[src/rtl/lsu_multicycle.sv]
// lsu_multicycle: multi-cycle load/store unit between the execute stage and a handshaked data bus.
// Optional macro MISALIGN_SPLIT_EN: misaligned accesses are performed (two beats when crossing a bus word) instead of faulting.
module lsu_multicycle #(
  parameter int BUS_BYTES = 4,
  parameter int ADDR_W    = 15
) (
  input  logic                   clk,
  input  logic                   rst,
  input  logic                   req_valid,
  output logic                   req_ready,
  input  logic [7:0]             mem_op,
  input  logic [31:0]            addr,
  input  logic [31:0]            wdata,
  output logic                   rsp_valid,
  output logic [31:0]            rsp_data,
  output logic                   rsp_fault,
  output logic                   bus_req,
  output logic                   bus_we,
  output logic [ADDR_W-1:0]      bus_addr,
  output logic [BUS_BYTES-1:0]   bus_be,
  output logic [8*BUS_BYTES-1:0] bus_wdata,
  input  logic                   bus_ack,
  input  logic [8*BUS_BYTES-1:0] bus_rdata
);
  localparam int OFF = $clog2(BUS_BYTES);
  localparam int DW  = 8 * BUS_BYTES;

  typedef enum logic [2:0] {
    S_IDLE  = 3'd0,
    S_BEAT0 = 3'd1,
`ifdef MISALIGN_SPLIT_EN
    S_GAP   = 3'd3,
    S_BEAT1 = 3'd4,
`endif
    S_RESP  = 3'd2
  } state_t;

  state_t               state_q, state_d;
  logic                 bus_req_q, bus_req_d;
  logic                 bus_we_q, bus_we_d;
  logic [ADDR_W-1:0]    bus_addr_q, bus_addr_d;
  logic [BUS_BYTES-1:0] bus_be_q, bus_be_d;
  logic [DW-1:0]        bus_wdata_q, bus_wdata_d;
  logic                 rsp_valid_q, rsp_valid_d;
  logic                 rsp_fault_q, rsp_fault_d;
  logic [31:0]          rsp_data_q, rsp_data_d;
  logic [1:0]           sz_q, sz_d;
  logic                 uns_q, uns_d;
  logic                 st_q, st_d;
  logic [OFF-1:0]       off_q, off_d;

  logic [7:0]           op_n;
  logic [1:0]           sz_in;
  logic                 uns_in, st_in, noop_in;
  logic [OFF-1:0]       off_in;
  logic [31:0]          lo_cap;
  logic                 unused_addr;

  // size code: 0 = byte, 1 = half, 2 = word
  function automatic logic [3:0] size_mask(input logic [1:0] sz);
    case (sz)
      2'd0:    size_mask = 4'b0001;
      2'd1:    size_mask = 4'b0011;
      default: size_mask = 4'b1111;
    endcase
  endfunction

  function automatic logic [31:0] extend(input logic [31:0] r, input logic [1:0] sz, input logic uns);
    case (sz)
      2'd0:    extend = {{24{r[7] & ~uns}}, r[7:0]};
      2'd1:    extend = {{16{r[15] & ~uns}}, r[15:0]};
      default: extend = r;
    endcase
  endfunction

  assign op_n        = ~mem_op;
  assign off_in      = addr[OFF-1:0];
  assign unused_addr = ^addr[31:ADDR_W+OFF];
  assign lo_cap      = 32'(bus_rdata >> {off_q, 3'b000});

  always_comb begin
    sz_in   = 2'd0;
    uns_in  = 1'b0;
    st_in   = 1'b0;
    noop_in = 1'b0;
    if (op_n[7]) sz_in = 2'd0;
    else if (op_n[6]) sz_in = 2'd1;
    else if (op_n[5]) sz_in = 2'd2;
    else if (op_n[4]) begin sz_in = 2'd0; uns_in = 1'b1; end
    else if (op_n[3]) begin sz_in = 2'd1; uns_in = 1'b1; end
    else if (op_n[2]) begin sz_in = 2'd0; st_in = 1'b1; end
    else if (op_n[1]) begin sz_in = 2'd1; st_in = 1'b1; end
    else if (op_n[0]) begin sz_in = 2'd2; st_in = 1'b1; end
    else noop_in = 1'b1;
  end

`ifdef MISALIGN_SPLIT_EN
  localparam int SW = OFF + 2;
  logic           cross_in, cross_q, cross_d;
  logic [31:0]    wdata_q, wdata_d;
  logic [31:0]    res_q, res_d;
  logic [31:0]    hi_cap;
  logic [OFF:0]   nlo_q;

  assign cross_in = ({2'b00, off_in} + (SW'(1) << sz_in)) > SW'(BUS_BYTES);
  // bytes already delivered by beat 0; beat 1 continues from there at lane 0
  assign nlo_q    = (OFF+1)'(BUS_BYTES) - {1'b0, off_q};
  assign hi_cap   = 32'(bus_rdata << {nlo_q, 3'b000});
`else
  logic mis_in;
  assign mis_in = (sz_in == 2'd1 && addr[0]) || (sz_in == 2'd2 && addr[1:0] != 2'b00);
`endif

  always_comb begin
    state_d     = state_q;
    bus_req_d   = bus_req_q;
    bus_we_d    = bus_we_q;
    bus_addr_d  = bus_addr_q;
    bus_be_d    = bus_be_q;
    bus_wdata_d = bus_wdata_q;
    rsp_valid_d = 1'b0;
    rsp_fault_d = 1'b0;
    rsp_data_d  = rsp_data_q;
    sz_d        = sz_q;
    uns_d       = uns_q;
    st_d        = st_q;
    off_d       = off_q;
`ifdef MISALIGN_SPLIT_EN
    cross_d     = cross_q;
    wdata_d     = wdata_q;
    res_d       = res_q;
`endif
    case (state_q)
      S_IDLE: begin
        if (req_valid) begin
          sz_d  = sz_in;
          uns_d = uns_in;
          st_d  = st_in;
          off_d = off_in;
`ifdef MISALIGN_SPLIT_EN
          cross_d = cross_in;
          wdata_d = wdata;
`endif
          if (noop_in) begin
            state_d     = S_RESP;
            rsp_valid_d = 1'b1;
            rsp_data_d  = '0;
          end
`ifndef MISALIGN_SPLIT_EN
          else if (mis_in) begin
            state_d     = S_RESP;
            rsp_valid_d = 1'b1;
            rsp_fault_d = 1'b1;
            rsp_data_d  = '0;
          end
`endif
          else begin
            state_d     = S_BEAT0;
            bus_req_d   = 1'b1;
            bus_we_d    = st_in;
            bus_addr_d  = addr[ADDR_W+OFF-1:OFF];
            bus_be_d    = BUS_BYTES'(size_mask(sz_in)) << off_in;
            bus_wdata_d = DW'(wdata) << {off_in, 3'b000};
          end
        end
      end
      S_BEAT0: begin
        if (bus_ack) begin
          bus_req_d = 1'b0;
`ifdef MISALIGN_SPLIT_EN
          if (cross_q) begin
            state_d = S_GAP;
            res_d   = lo_cap;
          end else
`endif
          begin
            state_d     = S_RESP;
            rsp_valid_d = 1'b1;
            rsp_data_d  = st_q ? 32'h0 : extend(lo_cap, sz_q, uns_q);
          end
        end
      end
`ifdef MISALIGN_SPLIT_EN
      S_GAP: begin
        state_d     = S_BEAT1;
        bus_req_d   = 1'b1;
        bus_addr_d  = bus_addr_q + 1'b1;
        bus_be_d    = BUS_BYTES'(size_mask(sz_q)) >> nlo_q;
        bus_wdata_d = DW'(wdata_q) >> {nlo_q, 3'b000};
      end
      S_BEAT1: begin
        if (bus_ack) begin
          bus_req_d   = 1'b0;
          state_d     = S_RESP;
          rsp_valid_d = 1'b1;
          rsp_data_d  = st_q ? 32'h0 : extend(res_q | hi_cap, sz_q, uns_q);
        end
      end
`endif
      S_RESP:  state_d = S_IDLE;
      default: state_d = S_IDLE;
    endcase
  end

  always_ff @(posedge clk) begin
    if (rst) begin
      state_q     <= S_IDLE;
      bus_req_q   <= 1'b0;
      bus_we_q    <= 1'b0;
      bus_addr_q  <= '0;
      bus_be_q    <= '0;
      bus_wdata_q <= '0;
      rsp_valid_q <= 1'b0;
      rsp_fault_q <= 1'b0;
      rsp_data_q  <= '0;
      sz_q        <= 2'd0;
      uns_q       <= 1'b0;
      st_q        <= 1'b0;
      off_q       <= '0;
`ifdef MISALIGN_SPLIT_EN
      cross_q     <= 1'b0;
      wdata_q     <= '0;
      res_q       <= '0;
`endif
    end else begin
      state_q     <= state_d;
      bus_req_q   <= bus_req_d;
      bus_we_q    <= bus_we_d;
      bus_addr_q  <= bus_addr_d;
      bus_be_q    <= bus_be_d;
      bus_wdata_q <= bus_wdata_d;
      rsp_valid_q <= rsp_valid_d;
      rsp_fault_q <= rsp_fault_d;
      rsp_data_q  <= rsp_data_d;
      sz_q        <= sz_d;
      uns_q       <= uns_d;
      st_q        <= st_d;
      off_q       <= off_d;
`ifdef MISALIGN_SPLIT_EN
      cross_q     <= cross_d;
      wdata_q     <= wdata_d;
      res_q       <= res_d;
`endif
    end
  end

  assign req_ready = (state_q == S_IDLE);
  assign bus_req   = bus_req_q;
  assign bus_we    = bus_we_q;
  assign bus_addr  = bus_addr_q;
  assign bus_be    = bus_be_q;
  assign bus_wdata = bus_wdata_q;
  assign rsp_valid = rsp_valid_q;
  assign rsp_fault = rsp_fault_q;
  assign rsp_data  = rsp_data_q;

endmodule
[config.mk]
export PLATFORM = sky130hd
export DESIGN_NAME = lsu_multicycle
export DESIGN_NICKNAME = d
export VERILOG_FILES = /design/src/rtl/lsu_multicycle.sv
export SDC_FILE = /design/constraint.sdc
export NUM_CORES = 1
export LEC_CHECK = 0
export ABC_AREA = 1
export CAP_MARGIN = 30
export CELL_PAD_IN_SITES_DETAIL_PLACEMENT = 1
export CELL_PAD_IN_SITES_GLOBAL_PLACEMENT = 1
export CORE_ASPECT_RATIO = 0.75
export CORE_MARGIN = 8
export CORE_UTILIZATION = 32
export CTS_BUF_LIST = sky130_fd_sc_hd__clkbuf_16
export CTS_CLUSTER_SIZE = 10
export DETAILED_ROUTE_END_ITERATION = 12
export PLACE_DENSITY_LB_ADDON = 0.2
export REMOVE_ABC_BUFFERS = 1
export SYNTH_ARGS = -nofsm -noshare
export SYNTH_HDL_FRONTEND = slang
export SYNTH_SLANG_ARGS = --single-unit
[constraint.sdc]
create_clock -name clk -period 3.7 [get_ports clk]
set_input_delay 0.74 -clock clk [delete_from_list [all_inputs] [get_ports clk]]
set_output_delay 0.74 -clock clk [all_outputs]
set_load 0.1 [all_outputs]
==> results of run 1 <==
stage by stage:
stage | setup slack (ns) | hold WS, ns | total power [mW] | utilization
global route | 0.803 | 0.488 | 3.93 | 0.475
global placement | 0.666 | 0.437 | 2.80 | 0.454
CTS | 1.02 | 0.466 | 3.79 | 0.475
finish | 1.04 | 0.455 | 3.75 | 0.475
floorplan | 1.08 | 0.440 | 2.32 | -
detailed placement | 0.657 | 0.452 | 2.82 | 0.456
critical path: cells and delay by family:
kind	cells	cell delay, ns
buffers and inverters	3	0.98
AND/OR/NAND/NOR	6	1.22
final cells by class:
class / instances / area share
clock inverter: 7 / 0.00948
sequential: 95 / 0.262
timing repair buffer: 197 / 0.270
multi-input combinational: 583 / 0.357
inverter: 68 / 0.0352
tap: 205 / 0.0353
clock buffer: 9 / 0.0310
cell families (layout without fill, tap and decap cells):
| kind of cell | count (synthesis) | after routing | synth area share |
|---|---|---|---|
| AND/OR/NAND/NOR | 453 | 453 | 0.376 |
| AO/OA/AOI/OAI | 130 | 130 | 0.142 |
| flip-flops | 95 | 95 | 0.380 |
| buffers and inverters | 118 | 281 | 0.102 |
where the power goes:
group / leakage (nW) / internal [mW] / switching (mW) / total (mW)
Combinational: 2.23 / 0.429 / 1.18 / 1.61
Clock: 0.144 / 0.525 / 0.427 / 0.952
Sequential: 0.781 / 1.13 / 0.0565 / 1.18
Total: 3.15 / 2.08 / 1.66 / 3.75
worst max path at each step:
stage / endpoint / slack [ns] / cells after the start
after floorplan: rsp_data[7] / 1.08 / 8
after global placement: bus_addr[4] / 0.67 / 9
after detailed placement: bus_wdata[31] / 0.66 / 9
after CTS: bus_wdata[31] / 1.02 / 9
after global routing: bus_addr[6] / 0.80 / 9
final: bus_wdata[24] / 1.04 / 9
routing by layer:
metal | up-vias | track usage
li1 | 2836 | -
met5 | - | 0
met1 | 2541 | 0.250
met4 | 0 | 0.0433
met3 | 12 | 0.0410
met2 | 127 | 0.282
synth_stat cells (3+ instances only):
library cell,count,share of area
nor3_1,9,0.0090
o22ai_1,8,0.010
nand3_1,50,0.050
a21oi_1,37,0.037
inv_2,7,0.0053
buf_4,8,0.012
clkbuf_1,22,0.017
o21ai_0,65,0.065
dfxtp_1,95,0.38
o211ai_1,9,0.014
buf_2,16,0.016
nor2_1,160,0.12
inv_1,60,0.045
nand2_2,3,0.0038
nand2_1,212,0.16
o21ai_1,3,0.0030
o221ai_1,7,0.012
nand3_2,4,0.0080
or2_2,9,0.011
flip-flops by register name, summed over array words and instances, names as in the netlist:
| signal | flops |
|---|---|
| bus_wdata | 32 |
| off_q | 2 |
| bus_we | 1 |
| sz_q | 2 |
| rsp_fault | 1 |
| bus_req | 1 |
| state_q | 2 |
| uns_q | 1 |
| rsp_valid | 1 |
| bus_be | 4 |
| st_q | 1 |
| bus_addr | 15 |
| rsp_data | 32 |
==> impl_metrics.tcl, run 1 <==
set metrics [dict create \
    status "finished, final reports clean" \
    fin_crit_sh 0.720 \
    worstHoldStart "bus_req" \
    crit_top_cell "nor2_1" \
    routed_via_density 4.74 \
    drv_slew 0 \
    finalSetupViolations 0 \
    detail_route.iter0.violations 319 \
    min_path_cells 2 \
    first_pass_iters 4 \
    wl_met1_um 9200 \
    clk_path_buf_depth 2 \
    stdcell_count 1164 \
    grt_usage 0.182 \
    syn2layout_area_growth_pct 45.1 \
    path_cells "clkdlybuf4s50_1, nor2_8, inv_2, nand3_2, nand3_4, nor2_4, buf_4, nor2_1, nor2_1" \
    drive_gt1_frac 0.0657 \
    syn_area_um2 5000 \
    relSlewSlack 0.312 \
    antenna_found_initial 0 \
    start_util 0.328 \
    power.static_leakage_nw 3.15 \
    finalWirelength_um 18600 \
    die_y_um 124 \
    cts-root-buf "clkbuf_16" \
    synth_seq_cells 95 \
    fillers 2005 \
    cts.sinks 95 \
    slowest_delay_ns 0.59 \
    cts_htree_levels 3 \
    ant_nets 0 \
    r2r_setup_slack_ns 1.51 \
    hold_end "bus_req" \
    fin_setup_tns_ns 0 \
    holdCritPathClass "flop to flop" \
    max_freq_ghz 0.375 \
    ctsHoldBuffers 0 \
    crit_start "addr[0]" \
    reg2reg_from "off_q[0]" \
    synth-edff-count 0 \
    core_um2 15300 \
    worstSetupPathType "input pin to flop" \
    cap_violations 0 \
    rsz0062_at_grt "false" \
    endpoint_kind "flop" \
    finalHoldViolations 0 \
    dr_wl_met3_um 853 \
    synth_flop_cell "dfxtp_1" \
    dp_cells 1148 \
    top_layer "met4" \
    ff2ff_path_depth 10 \
    port_buffers 180 \
    n_antenna_cell 0 \
    wire_per_inst_um 16.0 \
    grt_max_degree 42 \
    die-area_um2 19900 \
    synth-seq-area-share 0.380 \
    crit_path_top_delay_cell "clkdlybuf4s50_1" \
    vdd_ir_drop_max_mv 0.205 \
    syn_inst 796 \
    cts_inserted_buffers 9 \
    r2r_end "rsp_data[29]" \
    placed_cell_area_um2 6970 \
    final_area_um2 7260 \
    multi_input_area_um2 2590 \
    std_cell_rows 39 \
    ys_types 28 \
    cts_tree "done" \
    layout_common_cells "nand2_1 (212), clkdlybuf4s50_1 (179), nor2_1 (160), dfxtp_1 (95), o21ai_0 (65)" \
    period_minus_slack_ns 2.66 \
    worst_slew_pin_slew_ns 1.03 \
    mostFrequentLayoutCell "nand2_1" \
    nNetsFinal 1062 \
    grt_pass1_vias 5333 \
    grt_overflow_total 0 \
    die_x_um 160 \
    post_cts_buffers 0 \
    worstPathArrival_ns 2.96 \
    cts-resized-gates 0 \
    place.gp.congestion 0.823 \
    seq_area_um2 1900 \
    dp_hpwl_um 13800 \
    async_flop_share 0 \
    path_max_fanout 20 \
    cts.clk_slew.worst_paths_ns 0.07 \
    drc 0 \
    fin_skew_ns 0.00983 \
    yosysWarnings 0 \
    grt_pass1_wl_um 29300 \
    clk_latency_ns 0.35 \
    dr_total_vias 5516 \
    crit_required_ns 3.99 \
    num_io_pins 196 \
    synth.avg_cell_area_um2 6.28 \
    wl_met2_um 8420 \
    startpoint_type "input pin" \
    power_density_nw_per_um2 516 \
]
No activity file was read; power rests on OpenSTA's default activity.
==> inputs of run 2 (changes only) <==
Settings changed: CORE_UTILIZATION 32 to 27.
Clock period 3.7 ns to 2.21 ns, I/O delays scaled along.
==> run 2 against run 1 <==
Net effect: register-to-register slack got worse by 1.0 ns; sequential share of layout area fell by 0.30 points; global-route usage fell by 1.5 points; via count rose by 0.51%; worst hold slack got worse by 0.0037 ns; non-clock buffer count rose by 25; core utilization fell by 7.5 points; combinational power rose by 68%; power rose by 70%; largest cell class unchanged.
==> impl_metrics.tcl, run 2 (synthesis results as in run 1) <==
set metrics [dict create \
    die_y_um 134 \
    drc 0 \
    vdd_ir_drop_max_mv 0.352 \
    dr_total_vias 5544 \
    grt_overflow_total 0 \
    reg2reg_from "off_q[1]" \
    nNetsFinal 1087 \
    fin_crit_sh 0.855 \
    crit_start "addr[0]" \
    num_io_pins 196 \
    period_minus_slack_ns 1.89 \
    stdcell_count 1231 \
    worstSetupPathType "input pin to flop" \
    place_ws_ns -0.0265 \
    finalWorstSetupSlack_ns 0.319 \
    cts-root-buf "clkbuf_16" \
    worst_slew_pin_slew_ns 0.506 \
    relSlewSlack 0.662 \
    dp_cells 1215 \
    rsz0062_at_grt "false" \
    layout_common_cells "nand2_1 (212), nor2_1 (160), buf_4 (124), dfxtp_1 (95), clkdlybuf4s50_1 (92)" \
    start_util 0.273 \
    clk_path_buf_depth 2 \
    finalHoldViolations 0 \
    cts_htree_levels 3 \
    routed_via_density 4.50 \
    finalSetupViolations 0 \
    cts_tree "done" \
    crit_required_ns 2.50 \
    std_cell_rows 43 \
    path_max_fanout 28 \
    fin_setup_tns_ns 0 \
    ant_nets 0 \
    place.gp.congestion 0.830 \
    status "finished, final reports clean" \
    placed_cell_area_um2 7030 \
    die-area_um2 23200 \
    grt_pass1_vias 5650 \
    startpoint_type "input pin" \
    multi_input_area_um2 2590 \
    core_um2 18300 \
    grt_pass1_wl_um 31200 \
    fillers 2376 \
    cts_inserted_buffers 9 \
    post_cts_buffers 0 \
    dp_hpwl_um 14900 \
    cts.sinks 95 \
    cap_violations 0 \
    syn2layout_area_growth_pct 46.8 \
    drv_slew 0 \
    cts-resized-gates 0 \
    final_area_um2 7340 \
    grt_max_degree 51 \
    power_density_nw_per_um2 869 \
    cts.clk_slew.worst_paths_ns 0.07 \
    antenna_found_initial 0 \
    die_x_um 173 \
    worstHoldStart "bus_req" \
    wire_per_inst_um 15.7 \
    ctsHoldBuffers 0 \
    grt_usage 0.166 \
    holdCritPathClass "flop to flop" \
    n_antenna_cell 0 \
    max_freq_ghz 0.529 \
    mostFrequentLayoutCell "nand2_1" \
    endpoint_kind "flop" \
    power.static_leakage_nw 3.45 \
    seq_area_um2 1900 \
    fin_skew_ns 0.00863 \
    final_util 0.400 \
    drive_gt1_frac 0.177 \
    finalWirelength_um 19300 \
    port_buffers 180 \
    first_pass_iters 4 \
    clk_latency_ns 0.35 \
    worstPathArrival_ns 2.18 \
    detail_route.iter0.violations 301 \
]
[run 2: cell count changes in the layout (fill, tap and decap cells not counted)]
cell,before,now
buf_12,1,6
buf_16,1,0
buf_4,16,124
bufinv_16,1,2
clkdlybuf4s50_1,179,92
clkinv_2,2,1
clkinv_4,0,1
inv_1,60,61
inv_6,2,0
[run 2: layout make-up]
type	instances	area share
Clock inverter	7	0.0121
Multi-Input combinational cell	583	0.353
Tap cell	247	0.0421
Timing Repair Buffer	222	0.268
Inverter	68	0.0348
Clock buffer	9	0.0307
Sequential cell	95	0.259
[run 2: stage by stage]
step / total power [mW] / hold WS (ns)
after global routing: 6.73 / 0.484
after floorplan: 3.89 / 0.440
after CTS: 6.49 / 0.457
after detailed placement: 4.75 / 0.446
final: 6.38 / 0.451
after global placement: 4.74 / 0.443
[run 2: worst paths after layout]
check        slack, ns  cells past startpoint             to
max               0.32                      8  bus_wdata[16]
min reg2reg       0.45                      2        bus_req
min               0.45                      2        bus_req
max reg2reg       0.48                      7   rsp_data[24]
[run 2: critical path, stage by stage]
cell	delay, ns
clkdlybuf4s50_1	0.47
buf_12	0.19
inv_1	0.23
nand2_1	0.18
buf_4	0.21
o22ai_1	0.22
o21ai_0	0.14
nor2_1	0.09
[run 2: power breakdown]
part | switching, mW | leakage [nW] | internal, mW | total (mW)
registers | 0.103 | 0.781 | 1.89 | 1.99
logic | 1.98 | 2.51 | 0.721 | 2.70
clock network | 0.707 | 0.154 | 0.985 | 1.69
[run 2: per-layer routing]
metal / GRT usage / up-vias / share of wire
met3: 0.0348 / 15 / 0.040
met4: 0.0440 / 0 / 0.014
met2: 0.257 / 112 / 0.43
met1: 0.232 / 2533 / 0.51
met5: 0 / - / 0
li1: - / 2884 / -
==> inputs of run 3 (changes only) <==
Settings changed: SKIP_LAST_GASP set to 1.
==> results of run 3 <==
The final DEF is identical to that of run 2; final timing and power are the same.
